--- config.mk ---
export PLATFORM = sky130hd
export DESIGN_NAME = fifo_wr_arbiter
export DESIGN_NICKNAME = d
export VERILOG_FILES = /design/src/rtl/fifo_wr_arbiter.sv
export SDC_FILE = /design/constraint.sdc
export NUM_CORES = 1
export LEC_CHECK = 0
export ABC_CLOCK_PERIOD_IN_PS = 2340
export CAP_MARGIN = 20
export CORE_MARGIN = 5
export CORE_UTILIZATION = 40
export CTS_CLUSTER_SIZE = 14
export DETAILED_ROUTE_END_ITERATION = 7
export GPL_TIMING_DRIVEN = 0
export PLACE_DENSITY = 0.75
export SYNTH_ARGS = -nofsm -noshare
export SYNTH_HDL_FRONTEND = slang
export SYNTH_SLANG_ARGS = --single-unit
--- constraint.sdc ---
create_clock -name clk -period 2.34 [get_ports clk]
set_input_delay 0.234 -clock clk [delete_from_list [all_inputs] [get_ports clk]]
set_output_delay 0.234 -clock clk [all_outputs]
set_load 0.02 [all_outputs]
--- src/rtl/fifo_wr_arbiter.sv ---
// Round-robin write arbiter: shares one fifo write port between N_REQ
// producers, granting one producer at a time for a burst of up to
// MAX_BURST words. Every grant is followed by one idle arbitration cycle.
module fifo_wr_arbiter #(
    parameter int unsigned N_REQ     = 4,
    parameter int unsigned DW        = 4,
    parameter int unsigned MAX_BURST = 4,
    parameter int unsigned IW        = 2
) (
    input  logic                clk,
    input  logic                reset,
    input  logic [N_REQ-1:0]    req,
    input  logic [N_REQ*DW-1:0] din,
    input  logic                fifo_full,
    output logic [N_REQ-1:0]    ack,
    output logic                fifo_push,
    output logic [DW-1:0]       fifo_d,
    output logic [IW-1:0]       grant_id,
    output logic                busy
);

    typedef enum logic {
        IDLE,
        GRANT
    } state_t;

    localparam logic [3:0]  LAST_BEAT = 4'(MAX_BURST - 1);
    localparam logic [IW:0] N_WRAP    = (IW+1)'(N_REQ);

    state_t        state, state_nxt;
    logic [IW-1:0] owner, owner_nxt;
    logic [IW-1:0] last_owner, last_owner_nxt;
    logic [IW-1:0] grant_id_nxt;
    logic [3:0]    burst_cnt, burst_cnt_nxt;
    logic          busy_nxt;
    logic [IW-1:0] pick;
    logic          found;
    logic [IW:0]   scan;
    logic          own_req;
    logic          xfer;

    // Round-robin pick: first requester after last_owner, wrapping modulo N_REQ.
    always_comb begin
        pick  = '0;
        found = 1'b0;
        scan  = '0;
        for (int unsigned i = 1; i <= N_REQ; i++) begin
            scan = {1'b0, last_owner} + (IW+1)'(i);
            if (scan >= N_WRAP) begin
                scan = scan - N_WRAP;
            end
            if (!found && (|(req & (N_REQ'(1) << scan)))) begin
                found = 1'b1;
                pick  = scan[IW-1:0];
            end
        end
    end

    // Transfer path: owner's word goes straight to the fifo unless it is full.
    always_comb begin
        own_req   = |(req & (N_REQ'(1) << owner));
        xfer      = (state == GRANT) && own_req && !fifo_full;
        ack       = xfer ? (N_REQ'(1) << owner) : '0;
        fifo_push = xfer;
        fifo_d    = xfer ? DW'(din >> (owner * DW)) : '0;
    end

    // Next-state logic: grant from IDLE, release on burst end or withdrawal.
    always_comb begin
        state_nxt      = state;
        owner_nxt      = owner;
        last_owner_nxt = last_owner;
        burst_cnt_nxt  = burst_cnt;
        grant_id_nxt   = grant_id;
        busy_nxt       = busy;
        case (state)
            IDLE: begin
                if (found) begin
                    state_nxt     = GRANT;
                    owner_nxt     = pick;
                    grant_id_nxt  = pick;
                    busy_nxt      = 1'b1;
                    burst_cnt_nxt = '0;
                end
            end
            GRANT: begin
                if (!own_req || (xfer && (burst_cnt == LAST_BEAT))) begin
                    state_nxt      = IDLE;
                    last_owner_nxt = owner;
                    grant_id_nxt   = '0;
                    busy_nxt       = 1'b0;
                    burst_cnt_nxt  = '0;
                end else if (xfer) begin
                    burst_cnt_nxt = burst_cnt + 4'd1;
                end
            end
        endcase
    end

    // State register; reset leaves last_owner at N_REQ-1 so req[0] wins first.
    always_ff @(posedge clk or negedge reset) begin
        if (!reset) begin
            state      <= IDLE;
            owner      <= '0;
            last_owner <= IW'(N_REQ - 1);
            burst_cnt  <= '0;
            grant_id   <= '0;
            busy       <= 1'b0;
        end else begin
            state      <= state_nxt;
            owner      <= owner_nxt;
            last_owner <= last_owner_nxt;
            burst_cnt  <= burst_cnt_nxt;
            grant_id   <= grant_id_nxt;
            busy       <= busy_nxt;
        end
    end

endmodule

# [Word level (Yosys, flattened, before mapping)]
# Index checks and enable logic that the tools add are counted.
[totals] reg_bits=12 latchBits=0 ramBits=0 romBits=0 inputBits=23 out_inout_bits=12 word_cells=83 n_memories=0
[classes] n_addsub=9 n_mul=0 n_div=0 order_cmp=4 n_eq_ne=4 shifts=6 muxes=27 bitwise=6 n_reduce_logical=21
[ops] op="4-bit bitwise AND" count=5
[ops] op="4-bit 2-to-1 mux" count=5
[ops] op="4-bit OR reduction" count=5
[ops] op="1-bit by 3-bit << shifter with 4-bit output, first input constant" count=4
[ops] op="16-bit by 4-bit right shift with 4-bit output" count=1
[ops] op="3-bit >= comparator, second input constant" count=4
[ops] op="2-bit 2-to-1 mux" count=6
[ops] op="3-bit 2-to-1 mux" count=4
[ops] op="3-bit subtractor, second input constant" count=4
[ops] op="1-bit 2-to-1 mux" count=8
[ops] op="4-bit one-hot mux with 2 select lines" count=1
[ops] op="2-bit AND reduction" count=4
[ops] op="2-bit by 2-bit adder with 3-bit output, second input constant" count=2
[ops] op="1-bit logical AND" count=6
[ops] op="1-bit zero test" count=5
[ops] op="4-bit by 1-bit adder with 4-bit output, second input constant" count=1
[ops] op="4-bit by 2-bit equality test with 1-bit output, second input constant" count=1
[ops] op="1-bit one-hot mux with 2 select lines" count=2
[ops] op="2-bit one-hot mux with 2 select lines" count=1
[ops] op="1-bit by 2-bit << shifter with 4-bit output, first input constant" count=1
[ops] op="2-bit by 1-bit adder with 3-bit output, second input constant" count=1
[ops] op="2-bit by 3-bit adder with 3-bit output, second input constant" count=1
[ops] op="3-bit by 1-bit != test with 1-bit output, second input constant" count=1
[ops] op="2-bit by 1-bit != test with 1-bit output, second input constant" count=1
[ops] op="3 further kinds" count=3

# [Logic depth before layout (Yosys ltp)]
[depth] ltp_word=18 ltp_mapped=8 ltp_nobuf=7

# [Worst setup path before layout]
# No wires, ideal clock.
[synth_path] path_kind="register -> register" start="register last_owner[0]" end="register burst_cnt[1]" setup_time_ps=125 arrival_ps=2315 required_ps=2215 slack_ps=-100 stages_incl_launch_ff=9 n_path_buf=1 period_less_slack_ps=2440 path_cell_list="dfstp_2 -> inv_1 -> ha_1 -> a22o_1 -> or2_1 -> buf_2 -> or4_4 -> o21a_1 -> mux2_4"
[synth_via] elab_chain_len=18 word_cells_on_any_way=40 classes_between="add/sub (8); order compare (4); eq/ne (1); shift (4); mux (8); bitwise (4); reduce/logical (11)"
[synth_rtl] element="from (decl)" line_no="32" text="logic [IW-1:0] last_owner, last_owner_nxt;"
[synth_rtl] element="from (signal assigned)" line_no="105" text="last_owner <= IW'(N_REQ - 1);"
[synth_rtl] element="from (signal assigned)" line_no="112" text="last_owner <= last_owner_nxt;"
[synth_rtl] element="2-bit by 1-bit adder with 3-bit output" line_no="48" text="scan = {1'b0, last_owner} + (IW+1)'(i);"
[synth_rtl] element="3-bit subtractor or 3-bit >= comparator (tied branches)" line_no="50, 49"
[synth_rtl] element="3-bit 2-to-1 mux" line_no="49" text="if (scan >= N_WRAP) begin"
[synth_rtl] element="1-bit by 3-bit << shifter with 4-bit output" line_no="52" text="if (!found && (|(req & (N_REQ'(1) << scan)))) begin"
[synth_rtl] element="4-bit bitwise AND" line_no="52"
[synth_rtl] element="4-bit OR reduction" line_no="52"
[synth_rtl] element="1-bit 2-to-1 mux" line_no="52"
[synth_rtl] element="1-bit zero test" line_no="52"
[synth_rtl] element="[2 not listed]"
[synth_rtl] element="1-bit zero test" line_no="52"
[synth_rtl] element="1-bit logical AND" line_no="52"
[synth_rtl] element="1-bit 2-to-1 mux" line_no="52"
[synth_rtl] element="1-bit zero test" line_no="52"
[synth_rtl] element="1-bit logical AND" line_no="52"
[synth_rtl] element="1-bit 2-to-1 mux *" line_no="52"
[synth_rtl] element="2-bit != test (no source line) *"
[synth_rtl] element="2-bit AND reduction (no source line) *"
[synth_rtl] element="to (signal assigned)" line_no="113" text="burst_cnt <= burst_cnt_nxt;"
[synth_rtl] element="to (decl)" line_no="34" text="logic [3:0] burst_cnt, burst_cnt_nxt;"
# Every way passes the cells marked *; elsewhere a longest branch is shown, timed or not.
# A chain may end at the register's enable or synchronous reset.

# [Final worst setup path]
[layout_path] start="register last_owner[1]" end="register burst_cnt[1]"
# Same word-level chain as after synthesis.

==> impl_results.md <==
* Clk pwr share at roughly 8.2%
* Row cnt at 18
* Psw at ~910 µW
* Fillers at a little under 200
* Initial Util at around two fifths
* Buffers added on ports at 34
* Worst hold-check path type: input port to async pin
* Status: complete, but fails checks
* Width of the chip at roughly 60 µm
* Sequential-to-total area share from yosys stat at 30.8%
* Clock root buffer: clkbuf_4
* Max Slew Vio Count at 0
* CTS H-tree depth at 1
* Combinational fraction of design power at 74.0%
* Min Tclk post-route at roughly 2400 ps
* Pin count of the biggest net entering global routing at 13
* CP arrival at roughly 2600 ps
* Ys flop type: dfrtp_1
* EDFF count, synth at 0
* Drt initial violations at 57
* Height of the die at 59.6 µm
* Pint at roughly 1.1 mW
* Utilization after layout at ~64%
* Syn Nets at between 100 and 150
* Most frequent cells in the layout: clkdlybuf4s50_1, dfrtp_1, buf_4
* Final period utilization at 102%
* Synth Area per Inst at approximately 9.6 µm²
* Fin. Hold Viols at 0
* Die area at approximately 0.0035 mm²
* Clock slew at reported path FFs at around 80 ps
* Synthesis Warnings at 0
* Clock tree buffer depth at 2
* TNS Setup at -57.1 ps
* DRT antenna net count at 0
* Final hold slack at 316 ps
* Synth area leaders: dfrtp_1, mux4_2, ha_1, dfstp_2, a22oi_1
* Max Cap Violations at 0
* Fraction of layout cells with a size suffix above 1 at between 20% and 30%
* Cell count after synthesis at 102
* Most area-hungry cell type in the Yosys netlist: dfrtp_1
* Cell Pwr Density at around 1300 mW/mm²
* CP Capture Type: flop
* Via density per instance at 5.77
* Final setup violation count at 1
* CTS tree: yes
* Total gr overflow at 0
* CTS Hold Bufs at 0
* Worst VDD drop at between 0.9 and 1 mV
* Peak Freq at ~420 MHz
* DRC Markers at 0
* Vias at a little over 1000
* Gpl congestion at 0.843
* Startpoint Class: flop
* WL/cell at 16.5 µm
* Most common cell after layout, fill and taps aside: clkdlybuf4s50_1
* GRT Resource Usage Total at between 10% and 20%
* Worst clock skew at between 4 and 5 ps
* WS Path Type: flop to flop
* Post-layout total power at between 2 and 2.5 mW
* Final net count at 178
* Area Overhead vs Synth at 56.7%
* Sequential share of power at approximately 18%
* Setup WS post-layout at -57.1 ps
* Placed Instance Area at ~0.0014 mm²
* Failing checks: negative setup slack
* First-pass GRT wire length at 4600 µm
* Critical-path maximum fanout at 4
* HPWL Detailed at about 2100 µm
* Synthesized area at ~980 µm²
* Post-synth top area share at 25.5%
* Worst skew pair latency at 270 ps
* RSZ-0062 raised after global routing: yes
* Post-layout instance area at 0.00154 mm²
* Worst-Margin Slew at roughly 660 ps
* Num CTS Buffers at 3
* Core area at 0.00241 mm²
* ANT cells at 0
* Rel. slew slack at roughly 56%
* Sw Ratio at 44.8%
* CTS sink count at 12
* Number of global-route vias before repair at approximately 1100
* Yosys cell types at 39
* Async set or reset register ratio after synthesis at 100%
* Final wirelength at just under 3000 µm
* First drt pass iteration count at 4
* Number of placed I/O pins at 35
* #FFs+latches synth at 12
* Initial antenna violation count at 0
* Critical Path RT at ~2500 ps
* Leakage power at a little under 0.7 nW
-- synth_stat cells (all sizes together), types with 3 or more instances --
cell type   n
dfrtp      10
nand2       9
a22oi       6
inv         6
and2        5
ha          5
mux4        5
nor2        5
o21ai       5
a22o        4
a21oi       3
-- kinds of logic after synthesis --
logic type / synth area share, %
buffers and inverters: 4.08
DFF: 30.8
and+or+nand+nor: 18.2
muxes: 14.0
adders and majority gates: 6.37
AOI/OAI and AO/OA: 26.5
-- per-layer routing --
| layer | global-route usage (%) | vias to the layer above | routed length, µm |
|---|---|---|---|
| met5 | 0 | - | 0 |
| met4 | 3.48 | 0 | 5 |
| met3 | 3.05 | 2 | 300 |
| met2 | 29.0 | 52 | 1390 |
| met1 | 21.2 | 488 | 1260 |
| li1 | - | 490 | - |
-- repair_timing --
action,CTS,global route
setup endpoints to repair,14,6
gates cloned,0,0
setup buffers,8,2
resized for setup,25,7
pin swaps,3,0
-- registers in the layout, indices dropped and copies added, names as in the netlist --
name and flops:
burst_cnt 4, grant_id 2, last_owner 2, owner 2
busy 1, state 1
-- power by group through the flow --
| stage | logic (mW) | registers (mW) | clock network, mW |
|---|---|---|---|
| after floorplan | 0.842 | 0.385 | 0 |
| after global placement | 1.16 | 0.367 | 0 |
| after detailed placement | 1.19 | 0.371 | 0 |
| after CTS | 1.36 | 0.357 | 0.169 |
| after global routing | 1.62 | 0.370 | 0.181 |
| final | 1.50 | 0.359 | 0.167 |
-- final timing paths --
path | to | from | cells after the start | slack (ps)
hold / removal | burst_cnt[1] | reset | 1 | 320
max in group asynchronous | last_owner[0] | reset | 1 | 1650
min in group clk | burst_cnt[0] | burst_cnt[0] | 1 | 510
setup / recovery | burst_cnt[1] | last_owner[1] | 7 | -60
setup reg to reg | burst_cnt[1] | last_owner[1] | 7 | -60
hold reg to reg | burst_cnt[0] | burst_cnt[0] | 1 | 510
-- stage by stage --
step / setup slack (ps) / std cells
CTS: -37.9 / 177
global placement: -400 / 166
global route: -114 / 179
finish: -57.1 / 179
detailed placement: -428 / 166
floorplan: -61.3 / 102
-- worst max-delay path, cell delays in order, from the launching register on --
cell	delay, ps
dfstp_2	560
inv_2	80
ha_4	180
a22oi_2	240
nand2_1	160
or4_4	560
o21a_1	210
mux2_4	300
-- layout make-up --
type / instances / area [µm²] / share of cell area [%]
Multi-Input combinational cell: 80 / 723 / 47.0
Timing Repair Buffer: 44 / 397 / 25.8
Clock buffer: 4 / 36.3 / 2.36
Tap cell: 30 / 37.5 / 2.44
Sequential cell: 12 / 303 / 19.7
Inverter: 6 / 22.5 / 1.46
Buffer: 3 / 20.0 / 1.30
Note: power is estimated with default switching activity, not from simulation.
